**src/rtl/sdram_pkg.sv**
```systemverilog
// Shared SDRAM definitions: command op encodings, arbiter FSM states,
// default timing constants and the round-robin pick helper.
package sdram_pkg;

    // Default timing at 100 MHz: 7.8 us refresh interval, worst-case burst length.
    localparam int unsigned SDRAM_REF_PERIOD   = 780;
    localparam int unsigned SDRAM_BURST_CYCLES = 17;

    typedef logic [1:0] cmd_op_t;

    localparam cmd_op_t OP_IDLE    = 2'b00;
    localparam cmd_op_t OP_READ    = 2'b01;
    localparam cmd_op_t OP_WRITE   = 2'b10;
    localparam cmd_op_t OP_REFRESH = 2'b11;

    localparam logic [1:0] ST_WAIT_INIT = 2'd0;
    localparam logic [1:0] ST_IDLE      = 2'd1;
    localparam logic [1:0] ST_ISSUE     = 2'd2;
    localparam logic [1:0] ST_BUSY      = 2'd3;

    // Winning client index. With both requesting, the client not served last wins.
    function automatic logic pick_client(input logic [1:0] req, input logic rr_last);
        logic win;
        if (req == 2'b11) begin
            win = ~rr_last;
        end else begin
            win = req[1];
        end
        return win;
    endfunction

endpackage

```
**src/rtl/sdram_refresh_timer.sv**
```systemverilog
// Auto-refresh interval timer: free-running counter once init is done, a pending
// flag raised on every wrap, a sticky overrun flag, and a burst headroom check.
module sdram_refresh_timer #(
    parameter int unsigned REF_PERIOD    = sdram_pkg::SDRAM_REF_PERIOD,
    parameter int unsigned BURST_CYCLES  = sdram_pkg::SDRAM_BURST_CYCLES,
    parameter int unsigned REF_CNT_WIDTH = 10
) (
    input  logic i_clk,
    input  logic i_rst_n,
    input  logic i_en,
    input  logic i_ref_ack,
    output logic o_ref_pending,
    output logic o_ref_overrun,
    output logic o_headroom_ok
);

    localparam logic [REF_CNT_WIDTH-1:0] CntMax    = REF_CNT_WIDTH'(REF_PERIOD - 1);
    localparam logic [REF_CNT_WIDTH-1:0] CntOne    = REF_CNT_WIDTH'(1);
    localparam logic [REF_CNT_WIDTH:0]   BurstExt  = (REF_CNT_WIDTH + 1)'(BURST_CYCLES);
    localparam logic [REF_CNT_WIDTH:0]   PeriodExt = (REF_CNT_WIDTH + 1)'(REF_PERIOD);

    logic [REF_CNT_WIDTH-1:0] cnt_q, cnt_d;
    logic                     pending_q, pending_d;
    logic                     overrun_q, overrun_d;
    logic                     wrap;

    assign wrap = i_en && (cnt_q == CntMax);

    // Next-state: count, raise pending on wrap (wins over ack), latch overrun.
    always_comb begin
        cnt_d     = cnt_q;
        pending_d = pending_q;
        overrun_d = overrun_q;
        if (i_en) begin
            cnt_d = wrap ? '0 : cnt_q + CntOne;
        end
        if (i_ref_ack) begin
            pending_d = 1'b0;
        end
        if (wrap) begin
            pending_d = 1'b1;
            if (pending_q) begin
                overrun_d = 1'b1;
            end
        end
    end

    // Timer state registers.
    always_ff @(posedge i_clk or negedge i_rst_n) begin
        if (!i_rst_n) begin
            cnt_q     <= '0;
            pending_q <= 1'b0;
            overrun_q <= 1'b0;
        end else begin
            cnt_q     <= cnt_d;
            pending_q <= pending_d;
            overrun_q <= overrun_d;
        end
    end

    // One extra bit so the sum cannot wrap before the compare.
    assign o_headroom_ok = ({1'b0, cnt_q} + BurstExt) < PeriodExt;
    assign o_ref_pending = pending_q;
    assign o_ref_overrun = overrun_q;

endmodule

```
**src/rtl/sdram_burst_arbiter.sv**
```systemverilog
// Arbitrates the SDRAM burst engine between two burst clients and auto-refresh.
// Refresh always wins; clients alternate; a burst that could delay a due refresh
// is held off until the refresh has been issued.
module sdram_burst_arbiter #(
    parameter int unsigned ADDR_WIDTH    = 22,
    parameter int unsigned REF_PERIOD    = sdram_pkg::SDRAM_REF_PERIOD,
    parameter int unsigned BURST_CYCLES  = sdram_pkg::SDRAM_BURST_CYCLES,
    parameter int unsigned REF_CNT_WIDTH = 10
) (
    input  logic                    i_clk,
    input  logic                    i_rst_n,
    input  logic                    i_init_done,
    input  logic [1:0]              i_req,
    input  logic [1:0]              i_rw,
    input  logic [2*ADDR_WIDTH-1:0] i_addr,
    output logic [1:0]              o_gnt,
    output logic                    o_cmd_valid,
    output logic [1:0]              o_cmd_op,
    output logic [ADDR_WIDTH-1:0]   o_cmd_addr,
    output logic                    o_cmd_src,
    input  logic                    i_cmd_ready,
    input  logic                    i_cmd_done,
    output logic                    o_busy,
    output logic                    o_ref_overrun
);

    import sdram_pkg::*;

    logic [1:0]            state_q, state_d;
    cmd_op_t               op_q, op_d;
    logic [ADDR_WIDTH-1:0] addr_q, addr_d;
    logic                  src_q, src_d;
    logic                  rr_last_q, rr_last_d;
    logic                  winner;
    logic                  accept;
    logic                  ref_ack;
    logic                  ref_pending;
    logic                  headroom_ok;

    assign accept  = (state_q == ST_ISSUE) && i_cmd_ready;
    assign ref_ack = accept && (op_q == OP_REFRESH);

    sdram_refresh_timer #(
        .REF_PERIOD    (REF_PERIOD),
        .BURST_CYCLES  (BURST_CYCLES),
        .REF_CNT_WIDTH (REF_CNT_WIDTH)
    ) u_timer (
        .i_clk         (i_clk),
        .i_rst_n       (i_rst_n),
        .i_en          (i_init_done),
        .i_ref_ack     (ref_ack),
        .o_ref_pending (ref_pending),
        .o_ref_overrun (o_ref_overrun),
        .o_headroom_ok (headroom_ok)
    );

    // Next-state: decide in IDLE, hold the command in ISSUE, wait for done in BUSY.
    always_comb begin
        state_d   = state_q;
        op_d      = op_q;
        addr_d    = addr_q;
        src_d     = src_q;
        rr_last_d = rr_last_q;
        winner    = pick_client(i_req, rr_last_q);
        case (state_q)
            ST_WAIT_INIT: begin
                if (i_init_done) begin
                    state_d = ST_IDLE;
                end
            end
            ST_IDLE: begin
                if (ref_pending) begin
                    op_d    = OP_REFRESH;
                    addr_d  = '0;
                    state_d = ST_ISSUE;
                end else if ((|i_req) && headroom_ok) begin
                    op_d    = i_rw[winner] ? OP_WRITE : OP_READ;
                    addr_d  = winner ? i_addr[2*ADDR_WIDTH-1 -: ADDR_WIDTH]
                                     : i_addr[ADDR_WIDTH-1:0];
                    src_d   = winner;
                    state_d = ST_ISSUE;
                end
            end
            ST_ISSUE: begin
                if (i_cmd_ready) begin
                    // Refresh leaves the round-robin pointer untouched.
                    if (op_q != OP_REFRESH) begin
                        rr_last_d = src_q;
                    end
                    state_d = ST_BUSY;
                end
            end
            ST_BUSY: begin
                if (i_cmd_done) begin
                    state_d = ST_IDLE;
                end
            end
            default: state_d = ST_WAIT_INIT;
        endcase
    end

    // Arbiter state registers; rr_last resets to 1 so client 0 wins the first tie.
    always_ff @(posedge i_clk or negedge i_rst_n) begin
        if (!i_rst_n) begin
            state_q   <= ST_WAIT_INIT;
            op_q      <= OP_IDLE;
            addr_q    <= '0;
            src_q     <= 1'b0;
            rr_last_q <= 1'b1;
        end else begin
            state_q   <= state_d;
            op_q      <= op_d;
            addr_q    <= addr_d;
            src_q     <= src_d;
            rr_last_q <= rr_last_d;
        end
    end

    // Command outputs are only non-idle while the command is being offered.
    always_comb begin
        o_cmd_valid = (state_q == ST_ISSUE);
        o_cmd_op    = o_cmd_valid ? op_q : OP_IDLE;
        o_cmd_addr  = o_cmd_valid ? addr_q : '0;
        o_cmd_src   = src_q;
        o_busy      = (state_q == ST_ISSUE) || (state_q == ST_BUSY);
        o_gnt       = 2'b00;
        if (accept && (op_q != OP_REFRESH)) begin
            o_gnt = src_q ? 2'b10 : 2'b01;
        end
    end

endmodule

```
**config.mk**
```make
export PLATFORM = sky130hd
export DESIGN_NAME = sdram_burst_arbiter
export DESIGN_NICKNAME = d
export VERILOG_FILES = /design/src/rtl/sdram_pkg.sv /design/src/rtl/sdram_refresh_timer.sv /design/src/rtl/sdram_burst_arbiter.sv
export SDC_FILE = /design/constraint.sdc
export NUM_CORES = 1
export LEC_CHECK = 0
export BUFFER_PORTS_ARGS = -buffer_cell sky130_fd_sc_hd__clkbuf_2
export CAP_MARGIN = 10
export CORE_MARGIN = 5
export CORE_UTILIZATION = 55
export DETAILED_ROUTE_END_ITERATION = 7
export PLACE_DENSITY = 0.89
export RECOVER_POWER = 100
export SYNTH_ARGS = -nofsm -noshare
export SYNTH_HDL_FRONTEND = slang
export SYNTH_SLANG_ARGS = --single-unit
```
**constraint.sdc**
```tcl
create_clock -name i_clk -period 4.58 [get_ports i_clk]
set_clock_uncertainty 0.1 [all_clocks]
set_input_delay 0.916 -clock i_clk [delete_from_list [all_inputs] [get_ports i_clk]]
set_output_delay 0.916 -clock i_clk [all_outputs]
set_load 0.01 [all_outputs]
```
==> results.py, run 1 <==
metrics = {
    "synth": {
        "synthAdderAreaFrac_pct": 2.518,
        "synthTopCellsByCount": "dfrtp_1, and2_1, mux2i_1, o2bb2ai_2, nand2_1",
        "yosys.area_share.xor_xnor_pct": 1.762,
        "synth_edf_count": 0,
        "synth_cells": 224,
        "syn_nets": 282,
        "synth_area_um2": 2485,
        "synth-seq-cells": 40,
        "synth_top_family_by_area": "compound AO/OA/AOI/OAI gates",
        "synth_top_area_share_pct": 39.27,
        "synth.area.top_cells": "dfrtp_1, o2bb2ai_2, mux2i_1, and2_1, ha_1",
        "synth_compound_area_share_pct": 23.51,
        "synth_cell_types": 48,
        "avgSynthCellArea_um2": 11.09,
        "synth.most_common_cell": "dfrtp_1",
        "yosysSeqAreaShare_pct": 40.33,
        "async_flop_share_pct": 100.0,
        "synth_area_leader_cell": "dfrtp_1",
        "yosys_warnings": 0,
        "ys.flop_type": "dfrtp_1",
        "synthMuxAreaShare_pct": 10.73,
        "yosys.area_share.simple_pct": 14.80,
    },
    "sta": {
        "whs_ns": 0.3645,
        "fin_ws_ns": 1.010,
        "maxSlewViolCount": 67,
        "finalCritPeriodShare_pct": 77.95,
        "max_freq_mhz": 280.1,
        "period_minus_slack_ns": 3.570,
        "finalSetupViolations": 0,
        "relSlewSlack_pct": -40.82,
        "tightest_slew_ns": 2.112,
        "setup_tns_ns": 0,
        "rsz0062_at_grt": "no",
        "hold_viol": 0,
    },
    "die": {
        "die_h_um": 77.22,
        "initial_core_util_pct": 57.07,
        "die-area_um2": 5962,
        "die_x_um": 77.22,
        "ioPinCount": 83,
        "core_um2": 4354,
        "rows": 24,
    },
    "placed_design": {
        "place_hpwl_um": 4238,
        "dpl_worst_slack_ns": 1.777,
        "place.gp.congestion": 0.8388,
        "numPortBuffers": 82,
    },
    "route": {
        "wl_per_cell_um": 16.25,
        "met1_length_um": 2283,
        "viasPerCell": 5.726,
        "ant_nets": 0,
        "vias": 2010,
        "dr_wl_met3_um": 330,
        "drt_wl_total_um": 5702,
        "remaining_drc_errors": 0,
        "dr_wl_met2_um": 2950,
        "top_layer": "met4",
        "drt_first_pass_iters": 5,
        "drt_iter0_drc": 67,
    },
    "global_route": {
        "grt_max_degree": 41,
        "antenna_found_initial": 0,
        "grt_pass1_vias": 2050,
        "track_usage_pct": 19.23,
        "grt_pass1_wl_um": 9501,
        "overflow": 0,
    },
    "worst_setup_path": {
        "cp_top_family": "buffers and inverters",
        "crit_type": "flip-flop to flip-flop",
        "crit_chain": "ha_1, a31oi_1, nor3b_1, a21oi_1, o22ai_1, a211o_1, clkbuf_1, mux2_1",
        "ff2ff_path_depth": 8,
        "cp.required_ns": 4.66,
        "cp_max_fo": 25,
        "cp_num_buf_inv": 1,
        "startpoint": "u_timer.cnt_q[0]",
        "cp_data_arrival_time_ns": 3.65,
        "crit_path_start_kind": "flip-flop",
        "r2r_end": "o_cmd_src",
        "crit_path_max_incr_delay_ns": 1.20,
        "slowest_stage": "clkbuf_1",
        "endpoint_kind": "flip-flop",
        "rrSetupSlack_ns": 1.01,
        "reg2reg_from": "u_timer.cnt_q[0]",
    },
    "job": {
        "cap_violations": 2,
    },
    "clock_tree": {
        "clkSlewWorstSetupHoldPaths_ns": 0.08,
        "postCtsSetupRepairBufs": 0,
        "numCtsBuffers": 5,
        "cts_sinks": 40,
        "cts_resized": 0,
        "cts_tree": "yes",
        "clock_path_buffers": 2,
        "cts_max_level": 2,
        "insertion_delay_ns": 0.29,
        "ctsHoldBuffers": 0,
        "cts-root-buf": "clkbuf_8",
    },
    "min_path": {
        "hp-class": "flip-flop to flip-flop",
        "hold_path_depth": 1,
        "holdPathEnd": "u_timer.o_ref_overrun",
        "min-delay-start": "u_timer.o_ref_overrun",
    },
    "power_and_ir_drop": {
        "vdd.ir_drop.worst_mv": 0.3220,
        "power.leakage_uw": 0.001406,
        "power_density_nw_per_um2": 576.9,
    },
    "layout": {
        "n_antenna_cell": 0,
        "layout-drive-gt1-share_pct": 32.78,
        "area_growth_pct": 17.57,
        "layout.nets": 356,
    },
    "status": {
        "status": "complete, but fails checks",
        "failed_checks": "capacitance limit, slew limit",
    },
}
[sequential cells by signal, summed over array words and instances, names as in the netlist]
name,count
addr_q,22
o_cmd_src,1
op_q,2
rr_last_q,1
state_q,2
u_timer.cnt_q,10
u_timer.o_ref_overrun,1
u_timer.o_ref_pending,1
[cell families after synthesis]
group | after synthesis
adders and majority gates | 5
buffers and inverters | 28
xor gates and xnor gates | 5
and+or+nand+nor | 66
DFF | 40
muxes | 26
AOI/OAI and AO/OA | 54
[placed cells by master (no fill, tap or decap), types with 2 or more instances in the layout]
cell type / synthesis / routed
a21o_1: 5 / 5
a21oi_1: 3 / 3
a22o_1: 2 / 2
a2bb2oi_1: 2 / 2
and2_0: 0 / 14
and2_1: 24 / 10
and3_1: 2 / 2
clkbuf_1: 7 / 19
clkbuf_2: 0 / 64
clkbuf_8: 0 / 6
dfrtp_1: 39 / 39
ha_1: 5 / 5
inv_1: 12 / 12
mux2i_1: 24 / 24
nand2_1: 13 / 13
nand2b_1: 2 / 2
nand3_1: 3 / 3
nand4_1: 2 / 2
nor2_1: 8 / 8
nor2b_1: 2 / 2
nor3_1: 2 / 2
nor3b_1: 2 / 2
o21ai_0: 4 / 4
o22ai_1: 3 / 3
o2bb2ai_1: 3 / 6
o2bb2ai_2: 20 / 17
xnor2_1: 3 / 3
xor2_1: 2 / 2
[layer usage]
layer	up-vias	track usage, %
li1	954	-
met1	981	22.67
met2	61	32.49
met3	14	5.269
met4	0	8.419
met5	-	0
[worst max-delay path by stage]
stage	end	slack, ns	cells after the start
finish	o_cmd_src	1.01	8
detailed placement	o_gnt[1]	1.78	5
global route	o_cmd_src	0.69	8
CTS	o_gnt[1]	1.46	5
global placement	o_gnt[1]	1.88	5
floorplan	addr_q[10]	2.23	5
[final cells by class]
type,count,area (µm²)
clock buffer,6,82.58
clock inverter,2,38.79
fill,341,1433
inverter,12,45.04
multi-input combinational,156,1296
sequential,40,1002
tap,52,65.06
timing repair buffer,83,391.6
[report_power, final]
group	total, µW	switching, µW	internal (µW)
sequential	640	139	501
combinational	747	392	355
clock	299	121	178
total	1690	652	1030
[per-stage QoR]
stage / instances / utilization (%) / cell area [µm²] / total power (µW)
2_1_floorplan: 224 / - / 2485 / 1262
3_3_place_gp: 343 / 65.83 / 2867 / 1399
3_5_place_dp: 343 / 65.83 / 2867 / 1437
4_1_cts: 351 / 68.62 / 2988 / 1748
5_1_grt: 351 / 67.10 / 2922 / 1811
6_report: 351 / 67.10 / 2922 / 1685
Note: power is estimated with default switching activity, not from simulation.
==> inputs of run 2 (changes only) <==
--- a/config.mk
+++ b/config.mk
@@ -8,9 +8,9 @@
 export BUFFER_PORTS_ARGS = -buffer_cell sky130_fd_sc_hd__clkbuf_2
 export CAP_MARGIN = 10
 export CORE_MARGIN = 5
-export CORE_UTILIZATION = 55
+export CORE_UTILIZATION = 51
 export DETAILED_ROUTE_END_ITERATION = 7
-export PLACE_DENSITY = 0.89
+export PLACE_DENSITY = 0.84
 export RECOVER_POWER = 100
 export SYNTH_ARGS = -nofsm -noshare
 export SYNTH_HDL_FRONTEND = slang
==> constraint.sdc (replaced) <==
create_clock -name i_clk -period 3.7 [get_ports i_clk]
set_clock_uncertainty 0.1 [all_clocks]
set_input_delay 0.74 -clock i_clk [delete_from_list [all_inputs] [get_ports i_clk]]
set_output_delay 0.74 -clock i_clk [all_outputs]
set_load 0.01 [all_outputs]
==> run 2 against run 1 <==
  * The flow still finishes with violations (capacitance limit, slew limit)
  * Worst setup slack got worse by 0.24 ns
  * Die area rose by 6.8%
  * Critical path type is now flip-flop to output pin
  * Clock-buffer cell count rose by 1
  * Register-to-register slack got worse by 0.18 ns
  * First-iteration DRC count increased by 16%
  * Utilization fell by 6.4 points
  * Clock power hardly changed
  * Sequential power grew 23%
  * Non-clock buffer count unchanged
  * Via count decreased by 4.1%
==> results.py, run 2 (synthesized netlist as in run 1, its figures left out) <==
metrics = {
    "power_and_ir_drop": {
        "switching_share_pct": 39.23,
        "fin_total_pwr_uw": 1946,
        "internal-power_uw": 1183,
        "vdd.ir_drop.worst_mv": 0.3478,
        "seqPwrFrac_pct": 40.3,
        "power.leakage_uw": 0.001399,
        "p_sw_uw": 763.5,
        "p_comb_share_pct": 44.2,
        "power_density_nw_per_um2": 678.6,
        "pwr-share-clk_pct": 15.4,
    },
    "sta": {
        "max_freq_mhz": 341.2,
        "whs_ns": 0.3610,
        "finalSetupViolations": 0,
        "tightest_slew_ns": 2.082,
        "maxSlewViolCount": 41,
        "period_minus_slack_ns": 2.931,
        "hold_viol": 0,
        "rsz0062_at_grt": "no",
        "setup_tns_ns": 0,
        "relSlewSlack_pct": -38.82,
        "fin_ws_ns": 0.7689,
        "finalCritPeriodShare_pct": 79.22,
    },
    "min_path": {
        "min-delay-start": "u_timer.o_ref_overrun",
        "holdPathEnd": "u_timer.o_ref_overrun",
        "hp-class": "flip-flop to flip-flop",
        "hold_path_depth": 1,
    },
    "route": {
        "drt_first_pass_iters": 4,
        "remaining_drc_errors": 0,
        "viasPerCell": 5.265,
        "drt_wl_total_um": 5587,
        "ant_nets": 0,
        "drt_iter0_drc": 78,
        "wl_per_cell_um": 15.27,
        "vias": 1927,
    },
    "layout": {
        "largest-register": "addr_q",
        "final_common_cell": "clkbuf_2",
        "layout_common_cells": "clkbuf_2, dfrtp_1, mux2i_1",
        "utilization_pct": 60.72,
        "area_growth_pct": 15.41,
        "n_antenna_cell": 0,
        "largestRegisters": "addr_q (22), u_timer.cnt_q (10)",
        "largest_register_ff_count": 22,
        "layout-drive-gt1-share_pct": 32.44,
        "layout.nets": 356,
    },
    "worst_setup_path": {
        "ff2ff_path_depth": 7,
        "r2r_end": "op_q[1]",
        "endpoint_kind": "output pin",
        "cp.required_ns": 2.86,
        "reg2reg_from": "u_timer.cnt_q[0]",
        "crit_path_start_kind": "flip-flop",
        "cp_data_arrival_time_ns": 2.09,
        "startpoint": "state_q[0]",
        "rrSetupSlack_ns": 0.83,
        "cp_max_fo": 28,
        "crit_type": "flip-flop to output pin",
    },
    "global_route": {
        "overflow": 0,
        "antenna_found_initial": 0,
        "track_usage_pct": 17.64,
        "grt_max_degree": 41,
        "grt_pass1_wl_um": 8970,
        "grt_pass1_vias": 1936,
    },
    "die": {
        "die-area_um2": 6368,
        "initial_core_util_pct": 52.61,
        "ioPinCount": 83,
        "rows": 25,
        "die_x_um": 79.80,
        "die_h_um": 79.80,
        "core_um2": 4723,
    },
    "clock_tree": {
        "postCtsSetupRepairBufs": 0,
        "cts_resized": 0,
        "clkSlewWorstSetupHoldPaths_ns": 0.07,
        "clock_path_buffers": 2,
        "numCtsBuffers": 5,
        "cts-root-buf": "clkbuf_8",
        "cts_tree": "yes",
        "cts_sinks": 40,
        "cts_max_level": 2,
        "ctsHoldBuffers": 0,
        "insertion_delay_ns": 0.29,
    },
    "status": {
        "status": "complete, but fails checks",
        "failed_checks": "capacitance limit, slew limit",
    },
    "placed_design": {
        "dpl_worst_slack_ns": 1.018,
        "numPortBuffers": 82,
        "place_hpwl_um": 4150,
        "place.gp.congestion": 0.8530,
    },
    "job": {
        "cap_violations": 1,
    },
}
-- run 2: routing by layer --
layer  up-vias  wire [µm]  GRT usage [%]
li1        946          -              -
met1       917       2454          22.83
met2        58       2748          29.55
met3         6        312          3.837
met4         0         72          5.236
met5         -          0              0
-- run 2: metrics by stage --
stage                     instance area [µm²]  std cells
after floorplan                          2485        224
after global placement                   2885        358
after detailed placement                 2885        358
after CTS                                2979        366
after global routing                     2868        366
final                                    2868        366
-- run 2: final cells by class --
class / count / area [µm²]
Timing Repair Buffer: 83 / 405.4
Inverter: 12 / 45.04
Multi-Input combinational cell: 156 / 1237
Clock buffer: 7 / 86.33
Tap cell: 67 / 83.83
Clock inverter: 1 / 7.507
Sequential cell: 40 / 1002
Fill cell: 416 / 1856
-- run 2: worst max-delay path by stage --
stage,slack [ns],depth (start not counted),end
floorplan,1.50,9,o_cmd_src
global placement,1.09,8,addr_q[1]
detailed placement,1.02,8,addr_q[0]
CTS,0.76,5,o_gnt[1]
global route,0.50,7,op_q[1]
finish,0.77,5,o_gnt[1]
-- run 2: critical path, stage by stage, from the launching register on --
cell      delay, ns
dfrtp_1        0.43
inv_1          0.10
ha_1           0.66
o211ai_1       0.27
nor2_1         0.18
clkbuf_1       0.17
-- run 2: power by group through the flow --
stage | clock [µW] | combinational [µW] | sequential [µW]
final | 301 | 860 | 785
after global routing | 324 | 957 | 813
after CTS | 307 | 966 | 803
after detailed placement | 0 | 959 | 806
after global placement | 0 | 934 | 798
after floorplan | 0 | 833 | 730
==> inputs of run 3 (changes only) <==
--- a/config.mk
+++ b/config.mk
@@ -5,12 +5,13 @@
 export SDC_FILE = /design/constraint.sdc
 export NUM_CORES = 1
 export LEC_CHECK = 0
+export ABC_AREA = 1
 export BUFFER_PORTS_ARGS = -buffer_cell sky130_fd_sc_hd__clkbuf_2
 export CAP_MARGIN = 10
 export CORE_MARGIN = 5
-export CORE_UTILIZATION = 51
+export CORE_UTILIZATION = 46
 export DETAILED_ROUTE_END_ITERATION = 7
-export PLACE_DENSITY = 0.84
+export PLACE_DENSITY = 0.8
 export RECOVER_POWER = 100
 export SYNTH_ARGS = -nofsm -noshare
 export SYNTH_HDL_FRONTEND = slang
==> constraint.sdc (replaced) <==
create_clock -name i_clk -period 2.4 [get_ports i_clk]
set_clock_uncertainty 0.1 [all_clocks]
set_input_delay 0.48 -clock i_clk [delete_from_list [all_inputs] [get_ports i_clk]]
set_output_delay 0.48 -clock i_clk [all_outputs]
set_load 0.01 [all_outputs]
==> run 3 against run 2 <==
  * The run now ends clean
  * Clock-buffer cell count fell by 2
  * Utilization shrank 2.9 points
  * Global-route usage rose by 0.78 points
  * Non-clock buffer count grew 4
  * Worst setup slack lost 0.64 ns
  * Clock power up 47%
  * Sequential share of layout area is 1.4 points lower
  * First-iteration DRC count increased to 2.6 times the previous value
  * Synthesized cell count is 69% higher
  * Cell area rose by 4.3%
  * Highest routed layer unchanged
  * Critical path depth rose by 1
  * Via count is 30% higher
  * Largest cell class unchanged
==> results.py, run 3 <==
metrics = {
    "layout": {
        "nFillCells": 511,
        "area_growth_pct": 20.15,
        "design_area_um2": 2992,
        "layout-drive-gt1-share_pct": 17.17,
        "layout.nets": 517,
        "fin_cells": 530,
        "largest_register_ff_count": 22,
        "largestRegisters": "addr_q (22), u_timer.cnt_q (10)",
        "final_common_cell": "nand2_1",
        "layout_common_cells": "nand2_1, clkbuf_2, inv_1",
        "largest-register": "addr_q",
        "n_antenna_cell": 0,
        "final-seq-area_um2": 1002,
        "multi_input_area_um2": 1205,
    },
    "clock_tree": {
        "clock_path_buffers": 2,
        "ctsHoldBuffers": 0,
        "cts_resized": 0,
        "cts_max_level": 2,
        "insertion_delay_ns": 0.29,
        "cts_sinks": 40,
        "cts_tree": "yes",
        "numCtsBuffers": 5,
        "postCtsSetupRepairBufs": 0,
        "cts-root-buf": "clkbuf_8",
        "clkSlewWorstSetupHoldPaths_ns": 0.08,
    },
    "power_and_ir_drop": {
        "power_density_nw_per_um2": 974.6,
        "internal-power_uw": 1603,
        "switching_share_pct": 45.04,
        "vdd.ir_drop.worst_mv": 0.4672,
        "seqPwrFrac_pct": 39.7,
        "p_sw_uw": 1313,
        "p_comb_share_pct": 45.2,
        "power.leakage_uw": 0.001890,
        "pwr-share-clk_pct": 15.1,
    },
    "synth": {
        "synth_area_um2": 2490,
        "syn_nets": 437,
        "synth_top_area_share_pct": 39.20,
        "synth_area_leader_cell": "dfrtp_1",
        "synth.area.top_cells": "dfrtp_1, nand2_1, inv_1, nand3_1, ha_1",
        "synth_edf_count": 0,
        "synth_cells": 379,
        "synth_cell_types": 29,
        "synth.most_common_cell": "nand2_1",
        "synth-seq-cells": 40,
        "yosysSeqAreaShare_pct": 40.25,
        "ys.flop_type": "dfrtp_1",
        "yosys_warnings": 0,
        "avgSynthCellArea_um2": 6.570,
        "async_flop_share_pct": 100.0,
        "synthTopCellsByCount": "nand2_1, inv_1, dfrtp_1, nand3_1, nor2_1",
    },
    "worst_setup_path": {
        "cp_data_arrival_time_ns": 1.69,
        "cp_max_fo": 11,
        "crit_path_start_kind": "flip-flop",
        "crit_path_max_incr_delay_ns": 0.42,
        "cp_common_cell": "inv_1",
        "crit_type": "flip-flop to output pin",
        "cp_num_buf_inv": 4,
        "crit_chain": "inv_1, ha_1, buf_4, nand2_1, inv_1, clkbuf_1",
        "cp.depth": 6,
        "ff2ff_path_depth": 15,
        "cp.required_ns": 1.82,
        "slowest_stage": "dfrtp_1",
        "endpoint_kind": "output pin",
        "cp_top_family": "buffers and inverters",
    },
    "global_route": {
        "grt_pass1_vias": 2432,
        "grt_pass1_wl_um": 10730,
        "track_usage_pct": 18.43,
        "grt_max_degree": 41,
        "antenna_found_initial": 0,
        "overflow": 0,
    },
    "sta": {
        "rsz0062_at_grt": "no",
        "period_minus_slack_ns": 2.269,
        "max_freq_mhz": 440.8,
        "finalCritPeriodShare_pct": 94.53,
        "relSlewSlack_pct": 34.63,
        "setup_tns_ns": 0,
        "tightest_slew_ns": 0.9805,
        "hold_viol": 0,
        "finalSetupViolations": 0,
        "maxSlewViolCount": 0,
    },
    "placed_design": {
        "dp_cells": 522,
        "place_hpwl_um": 4682,
        "place_area_um2": 2952,
        "place.gp.congestion": 0.8973,
        "numPortBuffers": 82,
    },
    "die": {
        "die_x_um": 83.57,
        "ioPinCount": 83,
        "die_h_um": 83.57,
        "core_um2": 5172,
        "rows": 26,
        "die-area_um2": 6984,
        "initial_core_util_pct": 48.14,
    },
    "route": {
        "wl_per_cell_um": 11.62,
        "remaining_drc_errors": 0,
        "drt_iter0_drc": 206,
        "drt_wl_total_um": 6156,
        "vias": 2500,
        "ant_nets": 0,
        "drt_first_pass_iters": 4,
        "viasPerCell": 4.717,
    },
    "job": {
        "cap_violations": 0,
    },
    "status": {
        "status": "completed",
    },
    "min_path": {
        "hp-class": "input pin to async pin",
    },
}
-- run 3: cell types whose count changed after synthesis, sizes merged, moves of 5 or more --
cell     delta
inv        +40
o21ai       +6
nand3      +34
o2bb2ai    -23
a21o        -5
and2       -24
mux2i      -23
nand2     +177
-- run 3: per-stage QoR --
| step | util (%) | setup WS, ns | hold slack (ns) | power (µW) |
|---|---|---|---|---|
| global route | 57.84 | 0.01729 | 0.4028 | 3208 |
| CTS | 58.76 | 0.1265 | 0.1404 | 2977 |
| finish | 57.84 | 0.1312 | 0.3178 | 2916 |
| global placement | 57.06 | 0.4355 | 0.3542 | 2468 |
| floorplan | - | 0.4259 | 0.08441 | 2104 |
| detailed placement | 57.06 | 0.3467 | 0.3588 | 2527 |
-- run 3: routing by layer --
| layer | vias up | track usage [%] | part of all wire (%) |
|---|---|---|---|
| li1 | 1307 | - | - |
| met1 | 1105 | 23.86 | 45 |
| met2 | 84 | 30.44 | 48 |
| met3 | 4 | 3.949 | 6.4 |
| met4 | 0 | 6.287 | 1.2 |
| met5 | - | 0 | 0 |
-- run 3: logic make-up (layout without fill, tap and decap cells) --
family | Yosys count | count (layout) | share of synthesized area, %
mux | 1 | 1 | 0.4020
flops | 40 | 40 | 40.25
compound gates | 18 | 18 | 4.121
simple gates | 246 | 246 | 40.75
buf+inv | 66 | 147 | 10.90
fa+ha+maj | 5 | 5 | 2.513
xor+xnor | 3 | 3 | 1.055
-- run 3: layout make-up --
cell class / instances / share of cell area [%]
clock buffers: 5 / 2.300
clock inverters: 3 / 0.6274
inverters: 52 / 6.524
multi-input cells: 273 / 40.28
flip-flops and latches: 40 / 33.50
well taps: 70 / 2.928
repair buffers: 87 / 13.84
-- run 3: power by group through the flow --
stage	registers, µW	clock network [µW]	logic [µW]
after floorplan	1110	0	992
after global placement	1150	0	1310
after detailed placement	1160	0	1360
after CTS	1160	455	1360
after global routing	1200	486	1520
final	1160	441	1320
-- run 3: path summary, 6_finish.rpt --
| path | startpoint | end | slack (ns) |
|---|---|---|---|
| worst max-delay path | state_q[0] | o_cmd_addr[6] | 0.13 |
| worst min register to register | addr_q[12] | addr_q[12] | 0.38 |
| worst min-delay path | i_rst_n | u_timer.cnt_q[0] | 0.32 |
| worst max register to register | u_timer.cnt_q[0] | addr_q[16] | 0.30 |
| min in group i_clk | addr_q[12] | addr_q[12] | 0.38 |
| max in group asynchronous | i_rst_n | u_timer.o_ref_pending | 1.27 |
-- run 3: worst register-to-register path, stage by stage (launching register included) --
cell and delay (ns):
dfrtp_1 0.40, ha_1 0.25, nand3_1 0.09, nand2_1 0.13, nand2_1 0.09, nand2_1 0.05, nand2_1 0.05, nand2_1 0.04
nor2_1 0.08, nand2_1 0.05, nand2_1 0.05, nand2_1 0.08, nand2_1 0.15, nand2_4 0.19, nand2_1 0.13, nand2_1 0.05
